<file path="config.mk">
export PLATFORM = sky130hd
export DESIGN_NAME = ec_point_addition_flat
export DESIGN_NICKNAME = d
export VERILOG_FILES = /design/src/rtl/ec_point_addition_pkg.sv /design/src/rtl/ec_point_addition_if.sv /design/src/rtl/ec_point_addition_mod_inverse.sv /design/src/rtl/ec_point_addition.sv /design/src/flat_wrapper.sv
export SDC_FILE = /design/constraint.sdc
export NUM_CORES = 1
export LEC_CHECK = 0
export CAP_MARGIN = 20
export CORE_MARGIN = 2
export CORE_UTILIZATION = 40
export CTS_BUF_LIST = sky130_fd_sc_hd__clkbuf_4 sky130_fd_sc_hd__clkbuf_8 sky130_fd_sc_hd__clkbuf_16
export CTS_CLUSTER_SIZE = 25
export DETAILED_ROUTE_END_ITERATION = 16
export PLACE_DENSITY = 0.56
export SLEW_MARGIN = 20
export SYNTH_ARGS = -nofsm -noshare
export SYNTH_HDL_FRONTEND = slang
export SYNTH_SLANG_ARGS = --single-unit
export TNS_END_PERCENT = 30
</file>
<file path="constraint.sdc">
create_clock -name clk -period 13.43 [get_ports clk]
set_input_delay 3.3575 -clock clk [delete_from_list [all_inputs] [get_ports clk]]
set_output_delay 3.3575 -clock clk [all_outputs]
set_load 0.02 [all_outputs]
</file>
<file path="src/rtl/ec_point_addition_pkg.sv">
// Shared definitions for the EC point-addition datapath.
//   FIELD_W : default field-element width in bits
//   state_t : controller states
//   mod_add / mod_sub / mod_half : modular helpers on a 32-bit working word
//            (operands expected < m, m odd and < 2^31)
package ecc_pkg;

    localparam int unsigned FIELD_W = 10;
    localparam int unsigned WORD_W  = 32;

    typedef logic [WORD_W-1:0] word_t;

    typedef enum logic [3:0] {
        S_IDLE,
        S_CHECK,
        S_INV,
        S_MUL_L,
        S_SQR,
        S_SUB_X,
        S_MUL_Y,
        S_SUB_Y,
        S_DONE,
        S_INF
    } state_t;

    // (a + b) mod m with a single conditional correction
    function automatic word_t mod_add(input word_t a, input word_t b, input word_t m);
        word_t s;
        s = a + b;
        return (s >= m) ? s - m : s;
    endfunction

    // (a - b) mod m: add m back when the subtraction borrows
    function automatic word_t mod_sub(input word_t a, input word_t b, input word_t m);
        return (a >= b) ? a - b : a - b + m;
    endfunction

    // a / 2 mod m for odd m
    function automatic word_t mod_half(input word_t a, input word_t m);
        return a[0] ? (a + m) >> 1 : a >> 1;
    endfunction

endpackage

</file>
<file path="src/rtl/ec_point_addition_if.sv">
// Operand/result bundle of the point adder.
//   p, x1, y1, x2, y2 : modulus and input points (master -> slave)
//   x3, y3            : sum coordinates (slave -> master)
//   result_ready      : sum valid, sticky until reset
//   infinity          : sum is the point at infinity, sticky until reset
interface ec_point_addition_if
    import ecc_pkg::*;
#(
    parameter int unsigned N = FIELD_W
) ();

    logic [N-1:0] p;
    logic [N-1:0] x1;
    logic [N-1:0] y1;
    logic [N-1:0] x2;
    logic [N-1:0] y2;
    logic [N-1:0] x3;
    logic [N-1:0] y3;
    logic         result_ready;
    logic         infinity;

    modport master (
        output p, x1, y1, x2, y2,
        input  x3, y3, result_ready, infinity
    );

    modport slave (
        input  p, x1, y1, x2, y2,
        output x3, y3, result_ready, infinity
    );

endinterface

</file>
<file path="src/rtl/ec_point_addition_mod_inverse.sv">
// Binary extended-Euclid modular inverse, one iteration per cycle.
//   clk, reset : clock, synchronous active-low reset
//   start      : one-cycle pulse loading a and p
//   a, p       : value to invert and odd modulus
//   inv        : a^-1 mod p (undefined if gcd(a,p) != 1)
//   done       : result valid; cleared by the next start
// Each iteration halves one of u or v, so 2N iterations always suffice;
// the counter cap keeps degenerate inputs from running forever.
module mod_inverse
    import ecc_pkg::*;
#(
    parameter int unsigned N = FIELD_W
) (
    input  logic         clk,
    input  logic         reset,
    input  logic         start,
    input  logic [N-1:0] a,
    input  logic [N-1:0] p,
    output logic [N-1:0] inv,
    output logic         done
);

    localparam int unsigned MAX_IT = 2 * N;
    localparam int unsigned CW     = $clog2(MAX_IT + 1);

    logic [N-1:0]  u, v, r, s, m;
    logic [CW-1:0] cnt;
    logic          busy;
    logic [N-1:0]  u_n, v_n, r_n, s_n;
    logic          finish_c;

    // Invariants: r*a == u and s*a == v (mod m)
    always_comb begin : step
        word_t mw;
        mw       = word_t'(m);
        u_n      = u;
        v_n      = v;
        r_n      = r;
        s_n      = s;
        finish_c = (u == N'(1)) || (v == N'(1)) || (cnt == CW'(MAX_IT));
        if (!u[0]) begin
            u_n = u >> 1;
            r_n = N'(mod_half(word_t'(r), mw));
        end else if (!v[0]) begin
            v_n = v >> 1;
            s_n = N'(mod_half(word_t'(s), mw));
        end else if (u >= v) begin
            u_n = (u - v) >> 1;
            r_n = N'(mod_half(mod_sub(word_t'(r), word_t'(s), mw), mw));
        end else begin
            v_n = (v - u) >> 1;
            s_n = N'(mod_half(mod_sub(word_t'(s), word_t'(r), mw), mw));
        end
    end

    always_ff @(posedge clk) begin
        if (!reset) begin
            u    <= '0;
            v    <= '0;
            r    <= '0;
            s    <= '0;
            m    <= '0;
            cnt  <= '0;
            busy <= 1'b0;
            done <= 1'b0;
            inv  <= '0;
        end else if (start) begin
            u    <= a;
            v    <= p;
            r    <= N'(1);
            s    <= '0;
            m    <= p;
            cnt  <= '0;
            busy <= 1'b1;
            done <= 1'b0;
        end else if (busy) begin
            if (finish_c) begin
                busy <= 1'b0;
                done <= 1'b1;
                inv  <= (u == N'(1)) ? r : s;
            end else begin
                u   <= u_n;
                v   <= v_n;
                r   <= r_n;
                s   <= s_n;
                cnt <= cnt + CW'(1);
            end
        end
    end

endmodule

</file>
<file path="src/rtl/ec_point_addition.sv">
// Affine elliptic-curve point addition R = P + Q over GF(p), x1 != x2.
//   clk   : clock
//   reset : synchronous active-low; release starts one computation
//   bus   : slave side of ec_point_addition_if (p, P, Q in; R and flags out)
// Sequence: capture -> check x1==x2 -> inverse -> lambda -> lambda^2 ->
// x3 -> lambda*(x1-x3) -> y3. One MSB-first shift-add multiplier is shared
// by the three multiply states.
module ec_point_addition
    import ecc_pkg::*;
#(
    parameter int unsigned n = FIELD_W
) (
    input  logic               clk,
    input  logic               reset,
    ec_point_addition_if.slave bus
);

    localparam int unsigned   W       = n + 1;
    localparam int unsigned   CW      = (n > 1) ? $clog2(n) : 1;
    localparam logic [CW-1:0] BIT_TOP = CW'(n - 1);

    state_t state, state_d;

    logic [W-1:0]  p_r, x1_r, y1_r, x2_r, y2_r, dy_r, inv_r, lam_r, t_r, acc_r;
    logic [n-1:0]  x3i_r;
    logic [CW-1:0] bit_cnt;
    logic [n-1:0]  x3_q, y3_q;
    logic          result_ready_q, infinity_q;

    logic          inv_start_c, inv_done;
    logic [n-1:0]  inv_q;
    logic          same_x_c, bit_last_c;
    logic [W-1:0]  mul_a_c, mul_b_c, acc_next_c, dy_c, x3_new_c, t_new_c;
    logic [n-1:0]  d_c, y3_new_c;

    assign bus.x3           = x3_q;
    assign bus.y3           = y3_q;
    assign bus.result_ready = result_ready_q;
    assign bus.infinity     = infinity_q;

    assign same_x_c   = (x1_r == x2_r);
    assign bit_last_c = (bit_cnt == '0);

    mod_inverse #(.N(n)) u_inv (
        .clk   (clk),
        .reset (reset),
        .start (inv_start_c),
        .a     (d_c),
        .p     (p_r[n-1:0]),
        .inv   (inv_q),
        .done  (inv_done)
    );

    // Shared multiplier step plus the modular subtractions
    always_comb begin : datapath
        word_t pw, dbl;
        pw      = word_t'(p_r);
        mul_a_c = '0;
        mul_b_c = '0;
        case (state)
            S_MUL_L: begin mul_a_c = dy_r;  mul_b_c = inv_r; end
            S_SQR:   begin mul_a_c = lam_r; mul_b_c = lam_r; end
            S_MUL_Y: begin mul_a_c = lam_r; mul_b_c = t_r;   end
            default: ;
        endcase
        dbl = mod_add(word_t'(acc_r), word_t'(acc_r), pw);
        if (mul_b_c[bit_cnt]) begin
            acc_next_c = W'(mod_add(dbl, word_t'(mul_a_c), pw));
        end else begin
            acc_next_c = W'(dbl);
        end
        d_c      = n'(mod_sub(word_t'(x2_r), word_t'(x1_r), pw));
        dy_c     = W'(mod_sub(word_t'(y2_r), word_t'(y1_r), pw));
        x3_new_c = W'(mod_sub(mod_sub(word_t'(acc_r), word_t'(x1_r), pw), word_t'(x2_r), pw));
        t_new_c  = W'(mod_sub(word_t'(x1_r), word_t'(x3_new_c), pw));
        y3_new_c = n'(mod_sub(word_t'(acc_r), word_t'(y1_r), pw));
    end

    always_ff @(posedge clk) begin
        if (!reset) begin
            state <= S_IDLE;
        end else begin
            state <= state_d;
        end
    end

    // Next-state logic and inverse start strobe
    always_comb begin
        state_d     = state;
        inv_start_c = 1'b0;
        case (state)
            S_IDLE:  state_d = S_CHECK;
            S_CHECK: begin
                if (same_x_c) begin
                    state_d = S_INF;
                end else begin
                    inv_start_c = 1'b1;
                    state_d     = S_INV;
                end
            end
            S_INV:   if (inv_done) state_d = S_MUL_L;
            S_MUL_L: if (bit_last_c) state_d = S_SQR;
            S_SQR:   if (bit_last_c) state_d = S_SUB_X;
            S_SUB_X: state_d = S_MUL_Y;
            S_MUL_Y: if (bit_last_c) state_d = S_SUB_Y;
            S_SUB_Y: state_d = S_DONE;
            S_DONE:  state_d = S_DONE;
            S_INF:   state_d = S_INF;
            default: state_d = S_IDLE;
        endcase
    end

    // Datapath registers and registered outputs
    always_ff @(posedge clk) begin
        if (!reset) begin
            p_r            <= '0;
            x1_r           <= '0;
            y1_r           <= '0;
            x2_r           <= '0;
            y2_r           <= '0;
            dy_r           <= '0;
            inv_r          <= '0;
            lam_r          <= '0;
            t_r            <= '0;
            acc_r          <= '0;
            x3i_r          <= '0;
            bit_cnt        <= '0;
            x3_q           <= '0;
            y3_q           <= '0;
            result_ready_q <= 1'b0;
            infinity_q     <= 1'b0;
        end else begin
            case (state)
                S_IDLE: begin
                    p_r  <= W'(bus.p);
                    x1_r <= W'(bus.x1);
                    y1_r <= W'(bus.y1);
                    x2_r <= W'(bus.x2);
                    y2_r <= W'(bus.y2);
                end
                S_CHECK: begin
                    dy_r <= dy_c;
                    if (same_x_c) infinity_q <= 1'b1;
                end
                S_INV: begin
                    if (inv_done) begin
                        inv_r   <= W'(inv_q);
                        acc_r   <= '0;
                        bit_cnt <= BIT_TOP;
                    end
                end
                S_MUL_L: begin
                    acc_r   <= acc_next_c;
                    bit_cnt <= bit_cnt - CW'(1);
                    if (bit_last_c) begin
                        lam_r   <= acc_next_c;
                        acc_r   <= '0;
                        bit_cnt <= BIT_TOP;
                    end
                end
                S_SQR: begin
                    // lambda^2 is left in acc_r for the x3 step
                    acc_r   <= acc_next_c;
                    bit_cnt <= bit_cnt - CW'(1);
                    if (bit_last_c) bit_cnt <= BIT_TOP;
                end
                S_SUB_X: begin
                    x3i_r   <= n'(x3_new_c);
                    t_r     <= t_new_c;
                    acc_r   <= '0;
                    bit_cnt <= BIT_TOP;
                end
                S_MUL_Y: begin
                    acc_r   <= acc_next_c;
                    bit_cnt <= bit_cnt - CW'(1);
                end
                S_SUB_Y: begin
                    x3_q           <= x3i_r;
                    y3_q           <= y3_new_c;
                    result_ready_q <= 1'b1;
                end
                default: ;
            endcase
        end
    end

endmodule

</file>
<file path="src/flat_wrapper.sv">
// flat-port wrapper written by rule: the top's interface ports become plain ports
module ec_point_addition_flat import ecc_pkg::*;
#(
    parameter int unsigned n = FIELD_W
)
  (clk, reset, bus_p, bus_x1, bus_y1, bus_x2, bus_y2, bus_x3, bus_y3, bus_result_ready, bus_infinity);
  ec_point_addition_if #(.N((10))) bus_i ();
  input  logic clk;
  input  logic reset;
  input wire logic [$bits(bus_i.p)-1:0] bus_p;
  input wire logic [$bits(bus_i.x1)-1:0] bus_x1;
  input wire logic [$bits(bus_i.y1)-1:0] bus_y1;
  input wire logic [$bits(bus_i.x2)-1:0] bus_x2;
  input wire logic [$bits(bus_i.y2)-1:0] bus_y2;
  output wire logic [$bits(bus_i.x3)-1:0] bus_x3;
  output wire logic [$bits(bus_i.y3)-1:0] bus_y3;
  output wire logic [$bits(bus_i.result_ready)-1:0] bus_result_ready;
  output wire logic [$bits(bus_i.infinity)-1:0] bus_infinity;
  assign bus_i.p = bus_p;
  assign bus_i.x1 = bus_x1;
  assign bus_i.y1 = bus_y1;
  assign bus_i.x2 = bus_x2;
  assign bus_i.y2 = bus_y2;
  assign bus_x3 = bus_i.x3;
  assign bus_y3 = bus_i.y3;
  assign bus_result_ready = bus_i.result_ready;
  assign bus_infinity = bus_i.infinity;
  ec_point_addition #(.n(n)) u_core (.clk(clk), .reset(reset), .bus(bus_i));
endmodule
</file>
* Yosys cells after proc, flatten, opt, wreduce, memory -nomap -nowiden
Index checks and enable logic that the tools add are counted.
Widths: inputs -> output; s select.
** Operators by class
- Add/subtract/negate cells :: 28
- Order comparisons :: 12
- Equality and inequality tests :: 24
- Muxes and demuxes :: 57
- Bitwise gates (word level) :: 3
- Reductions and logical operators :: 27
** Operators with widths (count)
- $mux 10 :: 24
- $mux 11 :: 9
- $ge 32x10->1 :: 3
- $mux 32 :: 2
- $add 11x10->11 :: 5
- $ge 10x10->1 :: 5
- $pmux 11 s4 :: 1
- $sub 10x10->10 :: 4
- $pmux 4 s9 :: 1
- $pmux 11 s3 :: 1
- $sub 10x10->11 :: 3
- $add 32x10->32 :: 1
- $add 32x11->32 :: 1
- $sub 32x10->32 :: 1
- $mux 4 :: 7
- $add 10x10->11 :: 2
- $add 11x11->11 :: 2
- $ge 11x10->1 :: 2
- $pmux 11 s2 :: 1
- $sub 11x10->11 :: 2
- $add 10x10->10 :: 2
- $eq 10x1->1 const B :: 2
- $reduce_and 4->1 :: 5
- $eq 4x3->1 const B :: 4
- other kinds (27) :: 61
** Storage, ports and cells
- Bits in registers :: 211
- Output and inout bits :: 22
- Logic and storage cells :: 180

* Depth between registers and ports, before layout
Gate-level depths: netlist of run 1.
- Word-level depth :: 11
- Mapped depth :: 41
- Mapped depth without buffers :: 40

* Hierarchy
A second synthesis of run 1 with hierarchy kept.
** Unflattened totals
- Cell total of the unflattened synthesis :: 2714
- Area, all modules :: 20652.3 um^2
** Modules (own cells, without submodules)
- ec_point_addition :: times used 1, cells each 1689, area each 12839.8 um^2
- mod_inverse :: times used 1, cells each 1025, area each 7812.5 um^2

* Worst setup path after synthesis of run 1
No wires, ideal clock.
- Kind :: register to register
- Start point :: register u_core.acc_r[0]
- End point :: register u_core.t_r[10]
- Arrival :: 7204 ps
- Data required time :: 13371 ps
- Slack :: 6167 ps
- Stages on the path, launching flop included :: 39
- Path buffers :: 2
- Cells stage by stage :: dfxtp_1 > inv_1 > ha_1 > inv_1 > fa_1 > a211oi_2 > o21bai_2 > xnor2_1 > ha_1 > a21oi_1 > nand3_1 > xnor2_1 > a21oi_1 > ha_1 > a21oi_1 > nand2_1 > a221oi_1 > o21ai_1 > [... 3 more ...] > o31a_1 > ha_1 > clkbuf_4 > and2_1 > nand2_1 > a211oi_1 > a311o_1 > a311oi_2 > o21ai_1 > a211oi_1 > a21oi_1 > ha_1 > a21oi_1 > o21bai_1 > a21oi_1 > a21oi_2 > mux2_2 > nand2_1
** On the way
- Cells in the longest elaborated chain, start to end :: 9
** RTL lines
- from (decl) :: line ec_point_addition.sv:24 : logic [W-1:0] p_r, x1_r, y1_r, x2_r, y2_r, dy_r, inv_r, lam_r, t_r, acc_r;
- from (signal assigned) :: line ec_point_addition.sv:153 : acc_r <= acc_next_c;
- from (signal assigned) :: line ec_point_addition.sv:163 : acc_r <= acc_next_c;
- from (signal assigned) :: line ec_point_addition.sv:174 : acc_r <= acc_next_c;
- $sub 11x10->12 :: line ec_point_addition_pkg.sv:35 : return (a >= b) ? a - b : a - b + m;
- $add 32x10->32 :: line ec_point_addition_pkg.sv:35
- $mux 32 (*) :: line ec_point_addition_pkg.sv:35
- $sub 11x10->11 :: line ec_point_addition_pkg.sv:35
- $add 11x10->11 :: line ec_point_addition_pkg.sv:35
- $mux 11 (*) :: line ec_point_addition_pkg.sv:35
- $sub 10x11->11 :: line ec_point_addition_pkg.sv:35
- $add 11x10->11 :: line ec_point_addition_pkg.sv:35
- $mux 11 (*) :: line ec_point_addition_pkg.sv:35
- to (signal assigned) :: line ec_point_addition.sv:169 : t_r <= t_new_c;
- to (decl) :: line ec_point_addition.sv:24
Every way passes the cells marked *; elsewhere a longest branch is shown, timed or not.
A chain may end at the register's enable or synchronous reset.

* Worst setup path after layout of run 1
Ends and elaborated chain as after synthesis.

==> results of run 1 <==
sequential cells by signal, summed over array words and instances (netlist names), 4 cells and up:
name / flops
u_core.u_inv.inv: 10
u_core.dy_r: 11
u_core.u_inv.s: 10
u_core.u_inv.u: 10
u_core.bus.x3: 10
u_core.acc_r: 11
u_core.u_inv.cnt: 5
u_core.u_inv.m: 10
u_core.y1_r: 10
u_core.u_inv.v: 10
u_core.t_r: 11
u_core.x1_r: 10
u_core.state: 4
u_core.inv_r: 10
u_core.bus.y3: 10
u_core.x2_r: 10
u_core.u_inv.r: 10
u_core.lam_r: 11
u_core.p_r: 10
u_core.x3i_r: 10
u_core.y2_r: 10
u_core.bit_cnt: 4
synthesized netlist by cell type (6+ instances only):
cell      instances
dfxtp_1         211
nand2b_1         31
clkbuf_1         97
nor2_1          233
o21ai_0         127
and2_1           16
nand3_1          38
o31ai_1           9
a21oi_1         312
xnor2_1         124
o21ai_1          19
mux2i_1          60
o22ai_1           9
nor4_1            9
o21a_1           11
o211ai_1         34
a221o_1          10
a21boi_1         10
nor3_1           30
or3_1             6
nor2b_1          34
inv_1           217
xor2_1           57
a31oi_1          14
a211oi_1         56
a21boi_0         14
fa_1             24
ha_1            253
and3_1            8
nand2_1         330
a21o_1           54
o221ai_1         23
a22o_1           10
nand4_1          25
o21bai_1         45
mux2_2           25
how the worst max path moves through the flow:
stage	endpoint	slack (ns)
2_1_floorplan	u_core.t_r[10]$_SDFFE_PN0N_	6.17
3_3_place_gp	u_core.t_r[10]$_SDFFE_PN0N_	5.36
3_5_place_dp	u_core.t_r[10]$_SDFFE_PN0N_	5.26
4_1_cts	u_core.t_r[10]$_SDFFE_PN0N_	5.21
5_1_grt	u_core.t_r[10]$_SDFFE_PN0N_	4.65
6_report	u_core.t_r[10]$_SDFFE_PN0N_	5.14
worst min-delay path, delay by kind of cell (launching register included):
family | cells | cell delay, ns
compound gates | 1 | 0.05
flops | 1 | 0.31
simple gates | 1 | 0.05
metrics by stage:
stage	utilization	hold WS, ns
finish	0.4523	0.4585
global route	0.4523	0.4796
CTS	0.4521	0.4585
detailed placement	0.4343	0.4458
global placement	0.4341	0.4426
floorplan	-	0.4316
area by class of cell:
cell class / count / area (µm²) / share of cell area
multi-input combinational: 2159 / 14920 / 0.6563
clock buffer: 37 / 794.5 / 0.03494
sequential: 211 / 4224 / 0.1858
inverter: 220 / 828.3 / 0.03643
tap: 672 / 840.8 / 0.03698
clock inverter: 11 / 101.3 / 0.004457
timing repair buffer: 112 / 1027 / 0.04517
cell families after synthesis:
logic type | count (synthesis) | synth area share
buffers and inverters | 337 | 0.06479
xor gates and xnor gates | 183 | 0.07949
AOI/OAI and AO/OA | 825 | 0.2561
DFF | 211 | 0.2067
muxes | 87 | 0.04446
adders and majority gates | 277 | 0.1785
and+or+nand+nor | 787 | 0.1699
routing by layer:
layer | vias up | track usage | wire length (µm) | share of wire
met5 | - | 0 | 0 | 0
met3 | 141 | 0.02356 | 2722 | 0.042
met1 | 9010 | 0.3273 | 30610 | 0.47
met2 | 486 | 0.3947 | 29120 | 0.45
met4 | 0 | 0.09637 | 2822 | 0.043
li1 | 9571 | - | - | -
==> impl_metrics.yaml, run 1 <==
sta:
  tns_ns: 0
  fmax_ghz: 0.1206
  setup_viol: 0
  layout_min_cycle_time_ns: 8.292
  min_period_over_period: 0.6174
  final_hold_viol_count: 0
  skew_ns: 0.02553
  slew_viol_final: 0
  rsz0062_at_grt: "no"
  tightestPinTransition_ns: 1.048
  worst_slack_ns: 5.138
  max-slew-margin-rel: 0.3016
finish:
  area_growth_pct: 11.30
  final_cell_mix: "nand2_1, a21oi_1, ha_1, nor2_1, inv_1"
  design_area_um2: 22740
  final_common_cell: "nand2_1"
  final_nets: 3060
  final_cells: 3422
  fillers: 5107
  drive_gt1_frac: 0.05527
  antennaDiodeCount: 0
routing:
  drtIter0Drc: 1335
  drtAntennaViolNets: 0
  routed_wl_um: 65280
  wl_per_cell_um: 19.08
  dr_total_vias: 19210
  drtPass1Iterations: 5
  via_per_inst: 5.613
  drc: 0
critical_path:
  path_class: "flip-flop to flip-flop"
  timing.critical_path.buf_inv: 2
  critPathLaunchType: "flip-flop"
  cp-startpoint: "u_core.acc_r[0]$_SDFFE_PN0P_"
  worst_r2r_startpoint: "u_core.acc_r[0]$_SDFFE_PN0P_"
  worstPathRequired_ns: 13.95
  crit_path_max_incr_delay_ns: 0.41
  reg2regPathDepth: 36
  path_max_fanout: 12
  crit_arrival_ns: 8.81
  r2r-end: "u_core.t_r[10]$_SDFFE_PN0N_"
  cp_num_cells: 36
  cpMostUsedCell: "a21oi_1"
  cpLargestDelayFamily: "compound AO/OA/AOI/OAI gates"
  cp-end-kind: "flip-flop"
  critPathSlowestCell: "fa_1"
  rrSetupSlack_ns: 5.14
place:
  pre_cts_slack_ns: 5.260
  finalWeightedCongestion: 0.8945
  place_area_um2: 21830
  place_inst: 3373
  numPortBuffers: 73
  hpwl_um: 51030
clock_network:
  clockRootBuffer: "clkbuf_16"
  clk_pin_slew_ns: 0.06
  cts_max_level: 1
  cts_tree: "done"
  cts_num_sinks: 211
  postCtsHoldBufs: 0
  cts_resized: 0
  clock_path_buffers: 3
  cts_made_buffers: 27
  post-cts-setup-buffers: 0
  clk_latency_ns: 0.58
grt:
  track_usage: 0.2418
  grt_antenna_before_repair: 0
  grt_max_degree: 84
  grt_pass1_vias: 18720
  grt_pass1_wl_um: 102300
  overflow: 0
logic_synthesis:
  synth_cells: 2707
  synthesis.nets: 3036
  yosys.area.top_type_share: 0.2067
  async_flop_share: 0
  syn_area_per_cell_um2: 7.547
  ys_warn_count: 0
  ys_ff_latch: 211
  seq_area_frac_synth: 0.2067
  synth_edf_count: 0
  synth-main-ff-cell: "dfxtp_1"
  synth.top_cells.by_area: "dfxtp_1, ha_1, a21oi_1, nand2_1, xnor2_1"
  synth_cell_types: 95
  synth_top_area_cell: "dfxtp_1"
  syn_area_um2: 20430
min_path:
  hold_class: "flip-flop to flip-flop"
  hold_depth: 2
  min_to: "u_core.bus.x3[2]$_SDFFE_PN0P_"
  hold_path_startpoint: "u_core.x3i_r[2]$_SDFFE_PN0N_"
floorplanning:
  ioPinCount: 74
  die_y_um: 230
  start_util: 0.4064
  num_rows: 82
  core_um2: 50270
  die_w_um: 230
  die-area_um2: 52900
run:
  drv_cap: 0
run_status:
  status: "complete, no violations"
Power of run 1 is not shown: default switching activity piles up to over one toggle a cycle in this logic, so the estimate is an artifact.
==> run 2, diff against run 1 <==
PLACE_DENSITY = 0.58   (was 0.56)
clock period = 7.19 ns   (was 13.43 ns; I/O delays follow)
==> run 2 against run 1 <==
- cell count rose by 3.4%
- hold slack got worse by 0.0060 ns
- fmax grew 16%
- clock-buffer cell count decreased by 3
- clock skew hardly changed
- global-route usage up 0.67 points
- worst setup slack lost 5.1 ns
==> impl_metrics.yaml, run 2 (synthesized netlist as in run 1, its figures left out) <==
routing:
  drtIter0Drc: 1146
  routed_wl_um: 67630
  via_per_inst: 5.567
  dr_total_vias: 19700
  drc: 0
  drtPass1Iterations: 5
  drtAntennaViolNets: 0
  wl_per_cell_um: 19.11
clock_network:
  cts_max_level: 1
  cts_num_sinks: 211
  clk_latency_ns: 0.58
  cts_made_buffers: 27
  cts_tree: "done"
  clockRootBuffer: "clkbuf_16"
  clk_pin_slew_ns: 0.06
  clock_path_buffers: 3
sta:
  tightestPinTransition_ns: 1.068
  setup_viol: 0
  fmax_ghz: 0.1398
  min_period_over_period: 0.9949
  max-slew-margin-rel: 0.2883
  worst_slack_ns: 0.03686
  slew_viol_final: 0
  final_hold_viol_count: 0
  layout_min_cycle_time_ns: 7.153
  rsz0062_at_grt: "yes"
  skew_ns: 0.02558
min_path:
  hold_path_startpoint: "u_core.bus.y3[2]$_SDFFE_PN0P_"
  hold_depth: 2
  min_to: "u_core.bus.y3[2]$_SDFFE_PN0P_"
  hold_class: "flip-flop to flip-flop"
run:
  drv_cap: 0
grt:
  grt_pass1_wl_um: 105100
  grt_antenna_before_repair: 1
  track_usage: 0.2485
  grt_pass1_vias: 19230
  overflow: 0
  grt_max_degree: 82
critical_path:
  r2r-end: "u_core.t_r[10]$_SDFFE_PN0N_"
  crit_arrival_ns: 7.68
  worst_r2r_startpoint: "u_core.acc_r[0]$_SDFFE_PN0P_"
  crit_path_max_incr_delay_ns: 0.39
  path_max_fanout: 4
  reg2regPathDepth: 36
  cp-end-kind: "flip-flop"
  critPathLaunchType: "flip-flop"
  critPathSlowestCell: "a311o_1"
  path_class: "flip-flop to flip-flop"
  rrSetupSlack_ns: 0.04
  worstPathRequired_ns: 7.72
  cpMostUsedCell: "a21oi_2"
floorplanning:
  die_w_um: 230
  core_um2: 50270
  die_y_um: 230
  start_util: 0.4064
  num_rows: 82
  die-area_um2: 52900
  ioPinCount: 74
finish:
  final_cell_mix: "nand2_1, a21oi_1, ha_1, nor2_1, inv_1"
  final_common_cell: "nand2_1"
  drive_gt1_frac: 0.1172
  postLayoutCoreUtil: 0.4800
  area_growth_pct: 18.10
  design_area_um2: 24130
  fillers: 5003
  antennaDiodeCount: 0
  final_nets: 3175
run_status:
  status: "complete, no violations"
place:
  pre_cts_slack_ns: -0.1585
  numPortBuffers: 73
  hpwl_um: 53380
  place_area_um2: 22590
  finalWeightedCongestion: 0.9742
[run 2: how the worst max path moves through the flow]
stage	from	to	slack, ns	cells after the start
after detailed placement	u_core.acc_r[0]$_SDFFE_PN0P_	u_core.t_r[9]$_SDFFE_PN0N_	-0.16	36
final	u_core.acc_r[0]$_SDFFE_PN0P_	u_core.t_r[10]$_SDFFE_PN0N_	0.04	36
after floorplan	u_core.acc_r[0]$_SDFFE_PN0P_	u_core.t_r[10]$_SDFFE_PN0N_	0.007	38
after global placement	u_core.acc_r[0]$_SDFFE_PN0P_	u_core.t_r[10]$_SDFFE_PN0N_	-0.004	36
after global routing	u_core.acc_r[0]$_SDFFE_PN0P_	u_core.t_r[9]$_SDFFE_PN0N_	-0.32	36
after CTS	u_core.acc_r[0]$_SDFFE_PN0P_	u_core.t_r[9]$_SDFFE_PN0N_	0.005	37
[run 2: what timing repair did]
item,in CTS,in global routing
endpoints found under the setup margin,4,33
gates resized for setup,9,73
setup buffers,4,15
pin swaps,16,46
endpoints found under the hold margin,0,0
hold buffers,0,0
[run 2: area by class of cell]
class                   count  area (µm²)  area share
clock inverters            16       315.3     0.01307
well taps                 672       840.8     0.03485
inverters                 220       830.8     0.03443
repair buffers            227        1894     0.07851
flip-flops and latches    211        4227      0.1752
multi-input cells        2159       15270      0.6328
clock buffers              34       753.2     0.03122
[run 2: per-layer routing]
metal / GRT usage / wire (µm) / up-vias
met1: 0.3201 / 30490 / 9278
met3: 0.02517 / 2773 / 133
met2: 0.4230 / 31340 / 475
li1: - / - / 9814
met4: 0.1028 / 3016 / 2
met5: 0 / 13 / -
[run 2: worst max-delay path: cells and delay by family (launching register included)]
kind | cells | cell delay (ns)
xor gates and xnor gates | 2 | 0.31
and+or+nand+nor | 5 | 0.53
buffers and inverters | 2 | 0.10
adders and majority gates | 6 | 1.80
DFF | 1 | 0.32
muxes | 1 | 0.31
AOI/OAI and AO/OA | 20 | 3.71
[run 2: metrics by stage]
step,TNS (ns),cells,hold WS (ns)
4_1_cts,0,3527,0.4566
2_1_floorplan,0,2707,0.4316
3_3_place_gp,-0.003582,3473,0.4458
5_1_grt,-1.029,3539,0.4788
3_5_place_dp,-0.3778,3473,0.4476
6_report,0,3539,0.4524
Power of run 2 is left out for the same reason.
